**src/rtl/alu_issue_stage.sv**
```systemverilog
// rtl/alu_issue_stage.sv - RV32I ALU decode/issue stage with register file and busy scoreboard
// Optional WB_BYPASS_EN: same-cycle writeback data is forwarded to sources and clears their hazard.
module alu_issue_stage #(
  parameter int DATA_W  = 32,
  parameter int SHAMT_W = 5
) (
  input  logic              clk,
  input  logic              rst,
  input  logic              instr_valid,
  input  logic [31:0]       instr,
  output logic              instr_ready,
  output logic [3:0]        ALUOp,
  output logic [DATA_W-1:0] opA,
  output logic [DATA_W-1:0] opB,
  output logic              issue_valid,
  output logic [4:0]        rd_out,
  output logic              illegal,
  input  logic              wb_en,
  input  logic [4:0]        wb_rd,
  input  logic [DATA_W-1:0] wb_data
);

  localparam logic [DATA_W-1:0] SHAMT_MASK = {{(DATA_W-SHAMT_W){1'b0}}, {SHAMT_W{1'b1}}};

  logic [DATA_W-1:0] rf [32];
  logic [31:0]       busy;
  logic [31:0]       busy_next;

  logic [6:0]        opcode;
  logic [2:0]        f3;
  logic [6:0]        f7;
  logic [4:0]        rs1, rs2, rd;
  logic              legal, use_rs2, is_imm, is_shift;
  logic [3:0]        dec_op;
  logic              rs1_busy, rs2_busy;
  logic [DATA_W-1:0] rs1_val, rs2_val, opb_raw, opb_val;
  logic              wb_hit;
  logic              accept, issue;

  assign opcode = instr[6:0];
  assign rd     = instr[11:7];
  assign f3     = instr[14:12];
  assign rs1    = instr[19:15];
  assign rs2    = instr[24:20];
  assign f7     = instr[31:25];
  assign wb_hit = wb_en && (wb_rd != 5'd0);

  always_comb begin
    legal    = 1'b0;
    use_rs2  = 1'b0;
    is_imm   = 1'b0;
    is_shift = 1'b0;
    dec_op   = 4'd0;
    case (opcode)
      7'b0110011: begin
        use_rs2 = 1'b1;
        case ({f7, f3})
          10'b0000000_000: begin legal = 1'b1; dec_op = 4'd0; end
          10'b0100000_000: begin legal = 1'b1; dec_op = 4'd1; end
          10'b0000000_111: begin legal = 1'b1; dec_op = 4'd2; end
          10'b0000000_110: begin legal = 1'b1; dec_op = 4'd3; end
          10'b0000000_100: begin legal = 1'b1; dec_op = 4'd4; end
          10'b0000000_001: begin legal = 1'b1; dec_op = 4'd5; is_shift = 1'b1; end
          10'b0000000_101: begin legal = 1'b1; dec_op = 4'd6; is_shift = 1'b1; end
          default: legal = 1'b0;
        endcase
      end
      7'b0010011: begin
        is_imm = 1'b1;
        case (f3)
          3'b000: begin legal = 1'b1; dec_op = 4'd0; end
          3'b111: begin legal = 1'b1; dec_op = 4'd2; end
          3'b110: begin legal = 1'b1; dec_op = 4'd3; end
          3'b100: begin legal = 1'b1; dec_op = 4'd4; end
          3'b001: begin legal = (f7 == 7'd0); dec_op = 4'd5; is_shift = 1'b1; end
          3'b101: begin legal = (f7 == 7'd0); dec_op = 4'd6; is_shift = 1'b1; end
          default: legal = 1'b0;
        endcase
      end
      default: legal = 1'b0;
    endcase
  end

  // Sources: x0 reads zero and is never busy; bypass lets a same-cycle writeback satisfy the hazard.
  always_comb begin
    rs1_val  = (rs1 == 5'd0) ? '0 : rf[rs1];
    rs2_val  = (rs2 == 5'd0) ? '0 : rf[rs2];
    rs1_busy = (rs1 != 5'd0) && busy[rs1];
    rs2_busy = (rs2 != 5'd0) && busy[rs2];
`ifdef WB_BYPASS_EN
    if (wb_hit && (wb_rd == rs1)) begin
      rs1_val  = wb_data;
      rs1_busy = 1'b0;
    end
    if (wb_hit && (wb_rd == rs2)) begin
      rs2_val  = wb_data;
      rs2_busy = 1'b0;
    end
`endif
  end

  always_comb begin
    opb_raw = rs2_val;
    if (is_imm)
      opb_raw = is_shift ? {{(DATA_W-5){1'b0}}, instr[24:20]}
                         : {{(DATA_W-12){instr[31]}}, instr[31:20]};
    opb_val = is_shift ? (opb_raw & SHAMT_MASK) : opb_raw;
  end

  assign instr_ready = !rst && (!legal || (!rs1_busy && !(use_rs2 && rs2_busy)));
  assign accept      = instr_valid && instr_ready;
  assign issue       = accept && legal;

  // Set after clear, so an issue and a writeback to the same rd leave it busy.
  always_comb begin
    busy_next = busy;
    if (wb_hit)
      busy_next[wb_rd] = 1'b0;
    if (issue && (rd != 5'd0))
      busy_next[rd] = 1'b1;
  end

  always_ff @(posedge clk or posedge rst) begin
    if (rst) begin
      for (int i = 0; i < 32; i++)
        rf[i] <= '0;
    end else if (wb_hit) begin
      rf[wb_rd] <= wb_data;
    end
  end

  always_ff @(posedge clk or posedge rst) begin
    if (rst) begin
      busy        <= '0;
      ALUOp       <= 4'd0;
      opA         <= '0;
      opB         <= '0;
      rd_out      <= 5'd0;
      issue_valid <= 1'b0;
      illegal     <= 1'b0;
    end else begin
      busy        <= busy_next;
      issue_valid <= issue;
      illegal     <= accept && !legal;
      if (issue) begin
        ALUOp  <= dec_op;
        opA    <= rs1_val;
        opB    <= opb_val;
        rd_out <= rd;
      end
    end
  end

endmodule

```
**config.mk**
```make
export PLATFORM = sky130hd
export DESIGN_NAME = alu_issue_stage
export DESIGN_NICKNAME = d
export VERILOG_FILES = /design/src/rtl/alu_issue_stage.sv
export SDC_FILE = /design/constraint.sdc
export NUM_CORES = 2
export LEC_CHECK = 0
export CELL_PAD_IN_SITES_DETAIL_PLACEMENT = 2
export CELL_PAD_IN_SITES_GLOBAL_PLACEMENT = 2
export CORE_ASPECT_RATIO = 1.4
export CORE_MARGIN = 2
export CORE_UTILIZATION = 51
export CTS_BUF_LIST = sky130_fd_sc_hd__clkbuf_16
export DETAILED_ROUTE_END_ITERATION = 7
export PLACE_DENSITY = 0.88
export SLEW_MARGIN = 0
export SYNTH_ARGS = -nofsm -noshare
export SYNTH_HDL_FRONTEND = slang
export SYNTH_SLANG_ARGS = --single-unit
```
**constraint.sdc**
```tcl
create_clock -name clk -period 102.6 [get_ports clk]
set_input_delay 30.78 -clock clk [delete_from_list [all_inputs] [get_ports clk]]
set_output_delay 30.78 -clock clk [all_outputs]
set_load 0.02 [all_outputs]
```
==> impl_metrics.json <==
{
  "comb_power_share_pct": 21.8,
  "cts_tree": "done",
  "p_seq_share_pct": 45.0,
  "outcome": "complete, but fails checks",
  "viasPerCell": 8.29,
  "core.rowCount": 148,
  "synth_xor_area_share_pct": 0.0147,
  "yosysTopAreaCellShare_pct": 47.6,
  "core_area_sq_mm": 0.116,
  "gp_congestion": 0.839,
  "crit_fanout": 47,
  "synth_seq_cells": 1130,
  "synthToLayoutAreaGrowth_pct": 10.4,
  "post-dp-hpwl_mm": 132,
  "cts_htree_levels": 3,
  "post_cts_buffers": 0,
  "power.switching_uw": 468,
  "fp.dieW_microns": 292,
  "finalSetupViolations": 0,
  "power_leakage_uw": 0.0281,
  "cts_resized": 0,
  "synth_commonest_cells": "dfrtp_1, mux2_2, mux4_2, clkbuf_1, mux2i_1",
  "async_flop_share_pct": 100,
  "grt_start_max_net_pins": 177,
  "arrival_ps": 34910,
  "syn_nets": 3903,
  "power_uw": 1390,
  "synth-adder-area-share_pct": 0,
  "path_class": "input pin to output pin",
  "drtIter0Drc": 6241,
  "cts_buffers": 111,
  "avgRoutedWirePerCell_microns": 54.3,
  "worstSkewPairLatency_ps": 800,
  "grt_first_pass_wirelength_mm": 375,
  "io_pins": 149,
  "routed_wl_mm": 290,
  "synth_compound_area_share_pct": 2.85,
  "ys_top_cells_by_area": "dfrtp_1, mux4_2, mux2_2, mux2i_1, clkbuf_1",
  "first_global_vias": 46654,
  "synth_enable_flop_cells": 0,
  "grt_usage_pct": 44.4,
  "finalCriticalPeriod_ps": 65690,
  "yosysSeqAreaShare_pct": 47.6,
  "final_util_pct": 56.6,
  "yosys.area_share.simple_pct": 1.84,
  "synthFlopType": "dfrtp_1",
  "slew-limit-headroom_pct": -7.54,
  "end_kind": "output pin",
  "io_buffers": 147,
  "hold_path.class": "flop to flop",
  "worstMarginPinSlew_ps": 1610,
  "peakVddDrop_uv": 14.3,
  "drive_above_1_share_pct": 50.6,
  "setup_tns_ps": 0,
  "cts_root_buf": "clkbuf_16",
  "max_cap_violations": 5,
  "drc_errors": 0,
  "synthCells": 3830,
  "initial_core_util_pct": 51.2,
  "synth_top_family_by_area": "multiplexers",
  "hold_ws_ps": 390,
  "required_ps": 71820,
  "synth_warnings": 0,
  "failed_checks": "max-capacitance violations, max-slew violations",
  "slew_violations": 108,
  "synth_cell_types": 67,
  "die_area_sq_mm": 0.119,
  "synth.avg_cell_area_sq_um": 15.5,
  "timing.fmax_mhz": 15.2,
  "worstSetupStartpointType": "input pin",
  "fp.dieH_microns": 408,
  "yosys.area.top_type": "dfrtp_1",
  "synth.most_common_cell": "dfrtp_1",
  "p_int_uw": 921,
  "final_antenna_net_count": 0,
  "skew_ps": 47.6,
  "ctsHoldBuffers": 0,
  "antenna_found_initial": 11,
  "finalHoldViolCount": 0,
  "num_vias": 44232,
  "cts.reportedPaths.clkPinSlew_ps": 60,
  "overflow": 0,
  "syn_area_sq_mm": 0.0594,
  "p_sw_share_pct": 33.7,
  "powerDensity_mw_per_mm2": 21.2,
  "clock_sinks": 1130,
  "dr.pass1.iters": 5,
  "p_clk_share_pct": 33.2,
  "min_period_over_period_pct": 64.0,
  "nets": 3806,
  "synthMuxAreaShare_pct": 44.5,
  "grt_setup_unrepaired": "false",
  "cts_buffer_depth": 3
}
-- worst max-delay path, cell delays in order --
cell and delay (ps):
buf_6 560, buf_4 840, mux4_2 520, o22ai_1 130, or3_1 480, a2111oi_4 560
or2_1 270, a21oi_1 100, clkdlybuf4s50_1 540
-- state kept, by name, indices dropped and copies added, names as in the netlist --
register and cells:
rd_out 5, illegal 1, issue_valid 1, ALUOp 3
busy 32, opA 32, opB 32, rf 1024
-- cell usage in the layout (no fill, tap or decap), types with 10 or more instances in the layout --
| master | n |
|---|---|
| a211oi_1 | 16 |
| a21oi_1 | 61 |
| a22oi_1 | 18 |
| a31oi_1 | 10 |
| a32o_1 | 32 |
| buf_4 | 70 |
| bufinv_16 | 17 |
| clkbuf_16 | 116 |
| clkdlybuf4s50_1 | 138 |
| clkinv_1 | 20 |
| clkinv_2 | 24 |
| dfrtp_1 | 1130 |
| diode_2 | 10 |
| inv_1 | 42 |
| mux2_1 | 22 |
| mux2_2 | 1024 |
| mux2_4 | 46 |
| mux2i_1 | 115 |
| mux4_2 | 570 |
| nand2_1 | 95 |
| nand2_4 | 11 |
| nor2_1 | 31 |
| nor2_4 | 16 |
| nor3_1 | 12 |
| o21ai_0 | 21 |
| o22ai_1 | 33 |
-- per-stage QoR --
step	instance area [sq um]	setup slack (ps)	std cells
6_report	65600	36910	5335
5_1_grt	65500	36790	5329
4_1_cts	65500	37030	5325
3_5_place_dp	61800	37090	5120
3_3_place_gp	61800	37200	5120
2_1_floorplan	59400	39160	3830
-- kinds of logic (layout without fill, tap and decap cells) --
group	count (synthesis)	after routing
muxes	1777	1777
DFF	1130	1130
buffers and inverters	451	446
AOI/OAI and AO/OA	237	237
and+or+nand+nor	233	233
other	1	11
xor gates and xnor gates	1	1
-- power groups by stage --
stage | registers [uW] | logic, uW | clock network [uW]
floorplan | 568 | 196 | 0
finish | 625 | 304 | 461
global route | 622 | 308 | 472
CTS | 605 | 284 | 450
detailed placement | 598 | 263 | 0
global placement | 578 | 240 | 0
-- cell type report --
type	instances	area, sq um
Clock inverter	89	846
Multi-Input combinational cell	2249	29500
Tap cell	1500	1880
Antenna cell	10	25.0
Sequential cell	1130	28300
Fill cell	9656	50400
Inverter	23	95.1
Clock buffer	116	2900
Timing Repair Buffer	218	2040
-- worst paths after layout --
path	startpoint	endpoint	slack, ps	cells after the start
worst min-delay path	rf[994]	rf[994]	390	0
worst max register to register	busy[14]	opA[15]	98590	7
min in group asynchronous	rst	opB[31]	30560	2
worst min register to register	rf[994]	rf[994]	390	0
worst max-delay path	instr[22]	instr_ready	36910	9
max in group asynchronous	rst	opA[10]	67800	6
-- per-layer routing --
layer / global-route usage, % / part of all wire, % / up-vias
met5: 0 / 0.11 / -
met1: 53.5 / 33 / 23269
li1: - / - / 14558
met2: 68.1 / 45 / 4481
met3: 12.2 / 12 / 1895
met4: 34.3 / 10 / 29
Power figures use the tool's default switching activity.
